File: src/rtl/seg7_scan_ctrl_pkg.sv
// Shared types and constants for the multiplexed 7-segment scan controller.
package seg7_scan_ctrl_pkg;

  // Scan phase within one digit slot: dark dead-time first, then lit.
  typedef enum logic {
    ST_BLANK = 1'b0,
    ST_SHOW  = 1'b1
  } scan_state_e;

  // Bit positions inside a 6-bit digit field {blank, dp, hex[3:0]}.
  localparam int FLD_BLANK   = 5;
  localparam int FLD_DP      = 4;
  localparam int FLD_HEX_MSB = 3;
  localparam int FLD_HEX_LSB = 0;

  // Value of every digit register after reset: blanked, dp off, hex 0.
  localparam logic [5:0] DIGIT_RST = 6'b100000;

  // Active-low segment patterns {g,f,e,d,c,b,a}, index 15 first.
  localparam logic [15:0][6:0] SEG_TABLE = {
    7'h0E, 7'h06, 7'h21, 7'h46,   // F E d C
    7'h03, 7'h08, 7'h10, 7'h00,   // b A 9 8
    7'h78, 7'h02, 7'h12, 7'h19,   // 7 6 5 4
    7'h30, 7'h24, 7'h79, 7'h40    // 3 2 1 0
  };

endpackage

File: src/rtl/seg7_scan_ctrl_hex7seg.sv
// Combinational hex nibble to active-low 7-segment pattern decoder.
module hex7seg
  import seg7_scan_ctrl_pkg::*;
(
  input  logic [3:0] i_hex,
  output logic [6:0] o_seg
);

  // Table lookup; every nibble value has an entry so no default is needed.
  always_comb begin
    o_seg = SEG_TABLE[i_hex];
  end

endmodule

File: src/rtl/seg7_scan_ctrl.sv
// Four-digit multiplexed 7-segment scan controller with double-buffered
// digit registers; shadow contents move to the display only at frame end.
module seg7_scan_ctrl
  import seg7_scan_ctrl_pkg::*;
#(
  parameter int PRESCALE = 4096,
  parameter int BLANK    = 64
) (
  input  logic       i_clock,
  input  logic       i_reset,
  input  logic       i_wr_en,
  input  logic [1:0] i_wr_addr,
  input  logic [5:0] i_wr_data,
  input  logic       i_commit,
  output logic [1:0] o_dig_sel,
  output logic [3:0] o_anode,
  output logic [6:0] o_seg,
  output logic       o_dp,
  output logic       o_busy,
  output logic       o_frame_done
);

  localparam int              PW         = $clog2(PRESCALE);
  localparam logic [PW-1:0]   SLOT_LAST  = PW'(PRESCALE - 1);
  localparam logic [PW-1:0]   BLANK_LAST = PW'(BLANK - 1);

  logic [PW-1:0] r_presc;
  logic [1:0]    r_dig_sel;
  scan_state_e   r_state;
  logic [5:0]    r_shadow [4];
  logic [5:0]    r_active [4];
  logic          r_busy;
  logic          r_frame_done;
  logic [3:0]    r_anode;
  logic [6:0]    r_seg;
  logic          r_dp;

  logic          w_slot_end;
  logic          w_frame_end;
  logic [5:0]    w_cur;
  logic [6:0]    w_dec_seg;

  assign w_slot_end  = (r_presc == SLOT_LAST);
  assign w_frame_end = w_slot_end && (r_dig_sel == 2'd3);
  assign w_cur       = r_active[r_dig_sel];

  hex7seg u_hex7seg (
    .i_hex (w_cur[FLD_HEX_MSB:FLD_HEX_LSB]),
    .o_seg (w_dec_seg)
  );

  // Slot timing: prescaler, digit index and blank/show phase.
  always_ff @(posedge i_clock) begin
    if (i_reset) begin
      r_presc   <= '0;
      r_dig_sel <= 2'd0;
      r_state   <= ST_BLANK;
    end else begin
      r_presc <= r_presc + PW'(1);
      if (w_slot_end) begin
        r_dig_sel <= r_dig_sel + 2'd1;
      end
      case (r_state)
        ST_BLANK: if (r_presc == BLANK_LAST) r_state <= ST_SHOW;
        ST_SHOW:  if (w_slot_end)            r_state <= ST_BLANK;
        default:  r_state <= ST_BLANK;
      endcase
    end
  end

  // Shadow writes, pending-commit flag and frame-end shadow-to-active transfer.
  // The transfer reads shadow before any same-edge write lands.
  always_ff @(posedge i_clock) begin
    if (i_reset) begin
      for (int i = 0; i < 4; i++) begin
        r_shadow[i] <= DIGIT_RST;
        r_active[i] <= DIGIT_RST;
      end
      r_busy       <= 1'b0;
      r_frame_done <= 1'b0;
    end else begin
      r_frame_done <= w_frame_end;
      if (w_frame_end && (r_busy || i_commit)) begin
        for (int i = 0; i < 4; i++) begin
          r_active[i] <= r_shadow[i];
        end
        r_busy <= 1'b0;
      end else if (i_commit) begin
        r_busy <= 1'b1;
      end
      if (i_wr_en) begin
        r_shadow[i_wr_addr] <= i_wr_data;
      end
    end
  end

  // Display drive, one cycle behind phase and digit index. A blanked digit
  // keeps its segment pattern but enables no anode.
  always_ff @(posedge i_clock) begin
    if (i_reset) begin
      r_anode <= 4'b1111;
      r_seg   <= 7'h7F;
      r_dp    <= 1'b1;
    end else if (r_state == ST_SHOW) begin
      r_anode <= w_cur[FLD_BLANK] ? 4'b1111 : ~(4'b0001 << r_dig_sel);
      r_seg   <= w_dec_seg;
      r_dp    <= ~w_cur[FLD_DP];
    end else begin
      r_anode <= 4'b1111;
      r_seg   <= 7'h7F;
      r_dp    <= 1'b1;
    end
  end

  assign o_dig_sel    = r_dig_sel;
  assign o_anode      = r_anode;
  assign o_seg        = r_seg;
  assign o_dp         = r_dp;
  assign o_busy       = r_busy;
  assign o_frame_done = r_frame_done;

endmodule

File: config.mk
export PLATFORM = sky130hd
export DESIGN_NAME = seg7_scan_ctrl
export DESIGN_NICKNAME = d
export VERILOG_FILES = /design/src/rtl/seg7_scan_ctrl_pkg.sv /design/src/rtl/seg7_scan_ctrl_hex7seg.sv /design/src/rtl/seg7_scan_ctrl.sv
export SDC_FILE = /design/constraint.sdc
export NUM_CORES = 1
export LEC_CHECK = 0
export CAP_MARGIN = 25
export CORE_MARGIN = 10
export CORE_UTILIZATION = 51
export CTS_CLUSTER_DIAMETER = 40
export DETAILED_ROUTE_END_ITERATION = 10
export GPL_ROUTABILITY_DRIVEN = 0
export GPL_TIMING_DRIVEN = 0
export PLACE_DENSITY = 0.76
export SLEW_MARGIN = 20
export SYNTH_ARGS = -nofsm -noshare
export SYNTH_HDL_FRONTEND = slang
export SYNTH_SLANG_ARGS = --single-unit
File: constraint.sdc
create_clock -name i_clock -period 2.7 [get_ports i_clock]
set_input_delay 0.675 -clock i_clock [delete_from_list [all_inputs] [get_ports i_clock]]
set_output_delay 0.675 -clock i_clock [all_outputs]
set_load 0.01 [all_outputs]
==> reports/results.md <==
• slew margin rel.: 0.523
• cell with the largest stage delay on the worst path: or4_4
• Sum Neg Setup Slack: 0 ns
• number of cells in the design after placement: 358
• number of rows created at floorplan: 29
• final count of hold timing violations: 0
• final total power: 2.31 mW
• final critical path time including I/O delays and setup: 2.33 ns
• total track usage: 0.107
• P per Cell Area: 594 mW/mm²
• hold-fix buffer count after cts: 0
• largest net degree at the start of global routing: 25
• reg2reg end: r_active[3][1]$_SDFFCE_PN0P_
• slew at the pin closest to its max-slew limit: 0.714 ns
• average cell area after synthesis: 13.0 µm²
• RSZ-0062 raised after global routing: false
• deepest clock path buffer count: 2
• number of design-rule violations left by the first detailed-router iteration: 34
• dominant delay contributor by cell family on the critical path: simple AND/OR/NAND/NOR gates
• Crit. Startpoint: r_presc[0]$_SDFF_PP0_
• CTS tree: built
• via count of the routed design: 1,872
• Area growth, synth to finish: 17.2%
• Total Routed Length: 5.17 mm
• number of buffers added by the clock tree synthesis step: 9
• critical path endpoint: r_active[3][1]$_SDFFCE_PN0P_
• root buffer cell: clkbuf_8
• worst flop-to-flop path startpoint: r_presc[0]$_SDFF_PP0_
• number of enable flip-flop cells after synthesis: 48
• Synth top area share: 0.435
• initial standard-cell utilization of the core: 0.522
• clock sinks: 79
• Initial DRT Pass Iterations: 4
• max-cap check violation count: 0
• number of gates given a new drive strength after cts: 0
• fraction of final layout cells sized beyond drive strength 1: 0.189
• detailed-placement wirelength estimate: 3.93 mm
• top achievable clock speed: 430 MHz
• cell types with the largest area share after synthesis: edfxtp_1 (43%), dfxtp_1 (19%), and2_1 (4.1%)
• run status: finished, final reports clean
• total of warnings raised by yosys: 0
• die boundary height: 101 µm
• total of endpoints with negative setup slack in the final report: 0
• most common flop cell mapped by yosys: edfxtp_1
• highest ir drop seen on vdd: 400 µV
• Critical Path AT: 2.30 ns
• maximum fanout count along the critical path: 24
• number of antenna diodes: 0
• kind of end point of the critical path: flop
• final max-slew violation count: 0
• post-layout utilization of the core: 0.612
• maximum level of the CTS H-tree: 3
• Fin Clk Skew: 0.00940 ns
• number of buffers inserted to repair setup after CTS: 0
• via density per instance: 5.01
• post-synthesis instance area: 0.00332 mm²
• ordered list of cells on the worst path: ha_1 > nand3_1 > or4_4 > o21bai_4
• buffers added on ports: 26
• leading area contributor after synthesis: edfxtp_1
• worst path required time: 2.67 ns
• total congestion overflow: 0
• width of the chip: 101 µm
• number of nets with antenna violations after routing: 0
• number of cells on the critical path: 4
• post-placement cell area: 0.00368 mm²
• Cell Count, Final, Fillers Out: 374
• number of distinct library cell variants in the gate-level netlist after synthesis: 41
• Die ar.: 0.0101 mm²
• first-pass GRT wire length: 8.70 mm
• Floorplan Core Area: 0.00635 mm²
• type of the most critical hold path: reg -> reg
• r2r worst-path depth: 4
• sequential area share after synthesis: 0.622
• static leakage: 1.38 nW
• Post-Synthesis Cells: 255
• number of global-route vias before repair: 1,857
• post-synth net total: 278
• final-stage net count: 315
• reg-to-reg setup timing slack: 0.37 ns
• critical path's largest stage delay: 0.61 ns
• DRC violation count after routing: 0
• most frequent cells in the layout: edfxtp_1 (48), dfxtp_1 (31), clkdlybuf4s50_1 (26)
• average wire per standard cell: 13.8 µm
• clock insertion delay at the later pin of the skew report: 0.34 ns
• kind of critical path: reg -> reg
• number of antenna violations at the first check in global routing: 0
• finished layout cell area: 0.00389 mm²
• crit path launch type: flop
• number of ports placed on the die boundary: 28
• clock transition time at the flip-flop clock pins of the worst setup and hold paths: 0.08 ns
• final worst-path cycle share: 0.862
• commonest non-fill, non-tap cell in the layout: edfxtp_1
• total buffers and inverters traversed by the critical path: 0
• #FFs+latches synth: 79
• Async S/R FF share, synth: 0
how the worst min path moves through the flow:
stage                                       from                      endpoint  slack, ns  cells past startpoint
floorplan                  r_presc[0]$_SDFF_PP0_         r_presc[0]$_SDFF_PP0_       0.44                      1
global placement           r_presc[0]$_SDFF_PP0_         r_presc[0]$_SDFF_PP0_       0.46                      1
detailed placement         r_presc[0]$_SDFF_PP0_         r_presc[0]$_SDFF_PP0_       0.48                      1
CTS                        r_presc[0]$_SDFF_PP0_         r_presc[0]$_SDFF_PP0_       0.50                      1
global route        r_shadow[1][5]$_SDFFCE_PN1P_  r_active[1][5]$_SDFFCE_PN1P_       0.52                      1
finish              r_shadow[1][5]$_SDFFCE_PN1P_  r_active[1][5]$_SDFFCE_PN1P_       0.50                      1
kinds of logic (layout without fill, tap and decap cells):
family                     count (synthesis)  after routing  synth area share
and+or+nand+nor                          114            114             0.206
DFF                                       79             79             0.622
AOI/OAI and AO/OA                         16             16            0.0340
buffers and inverters                     16             58            0.0207
adders and majority gates                 11             11            0.0415
xor gates and xnor gates                  11             11            0.0290
muxes                                      8              8            0.0468
cell type report:
| type | instances | area [µm²] |
|---|---|---|
| multi-input cells | 160 | 1200 |
| flip-flops and latches | 79 | 2060 |
| inverters | 8 | 30.0 |
| plain buffers | 8 | 38.8 |
| clock inverters | 7 | 78.8 |
| clock buffers | 9 | 124 |
| repair buffers | 26 | 260 |
| fillers | 500 | 2460 |
| well taps | 77 | 96.3 |
flip-flops by register name (all words and copies together), names as in the netlist, named ones only:
name and count:
o_anode 4, o_busy 1, o_dig_sel 2, o_dp 1, o_frame_done 1, o_seg 7, r_active 24, r_presc 12
r_shadow 24, r_state 1
stage by stage:
step	hold slack, ns	worst slack (ns)
2_1_floorplan	0.437	0.373
3_3_place_gp	0.456	0.101
3_5_place_dp	0.482	0.0622
4_1_cts	0.502	0.0404
5_1_grt	0.524	0.197
6_report	0.499	0.372
report_power, final:
part	internal (mW)	switching [mW]
clock network	0.439	0.447
logic	0.0405	0.0513
registers	1.32	0.0134
total	1.80	0.511
metal layers:
layer | track usage | routed length [µm] | vias up
met3 | 0.0432 | 288 | 8
li1 | - | - | 979
met2 | 0.178 | 2550 | 33
met4 | 0.0457 | 76 | 0
met1 | 0.119 | 2250 | 852
met5 | 0 | 0 | -
synthesized netlist by cell type, types with 3 or more instances:
master     n
mux4_2     6
a21oi_1    4
xor2_1     3
dfxtp_1   31
or2_2      4
nor2_1    20
o221ai_1   4
nand2b_1   7
nor2b_1    5
nor3_1     5
and2_1    22
inv_1      8
nand4_1    3
ha_1      11
nand3_1    6
nand2_1    9
nor3b_1    3
and2_2    18
edfxtp_1  48
xnor2_1    8
or2b_1     4
(Power assumes the default switching activity.)
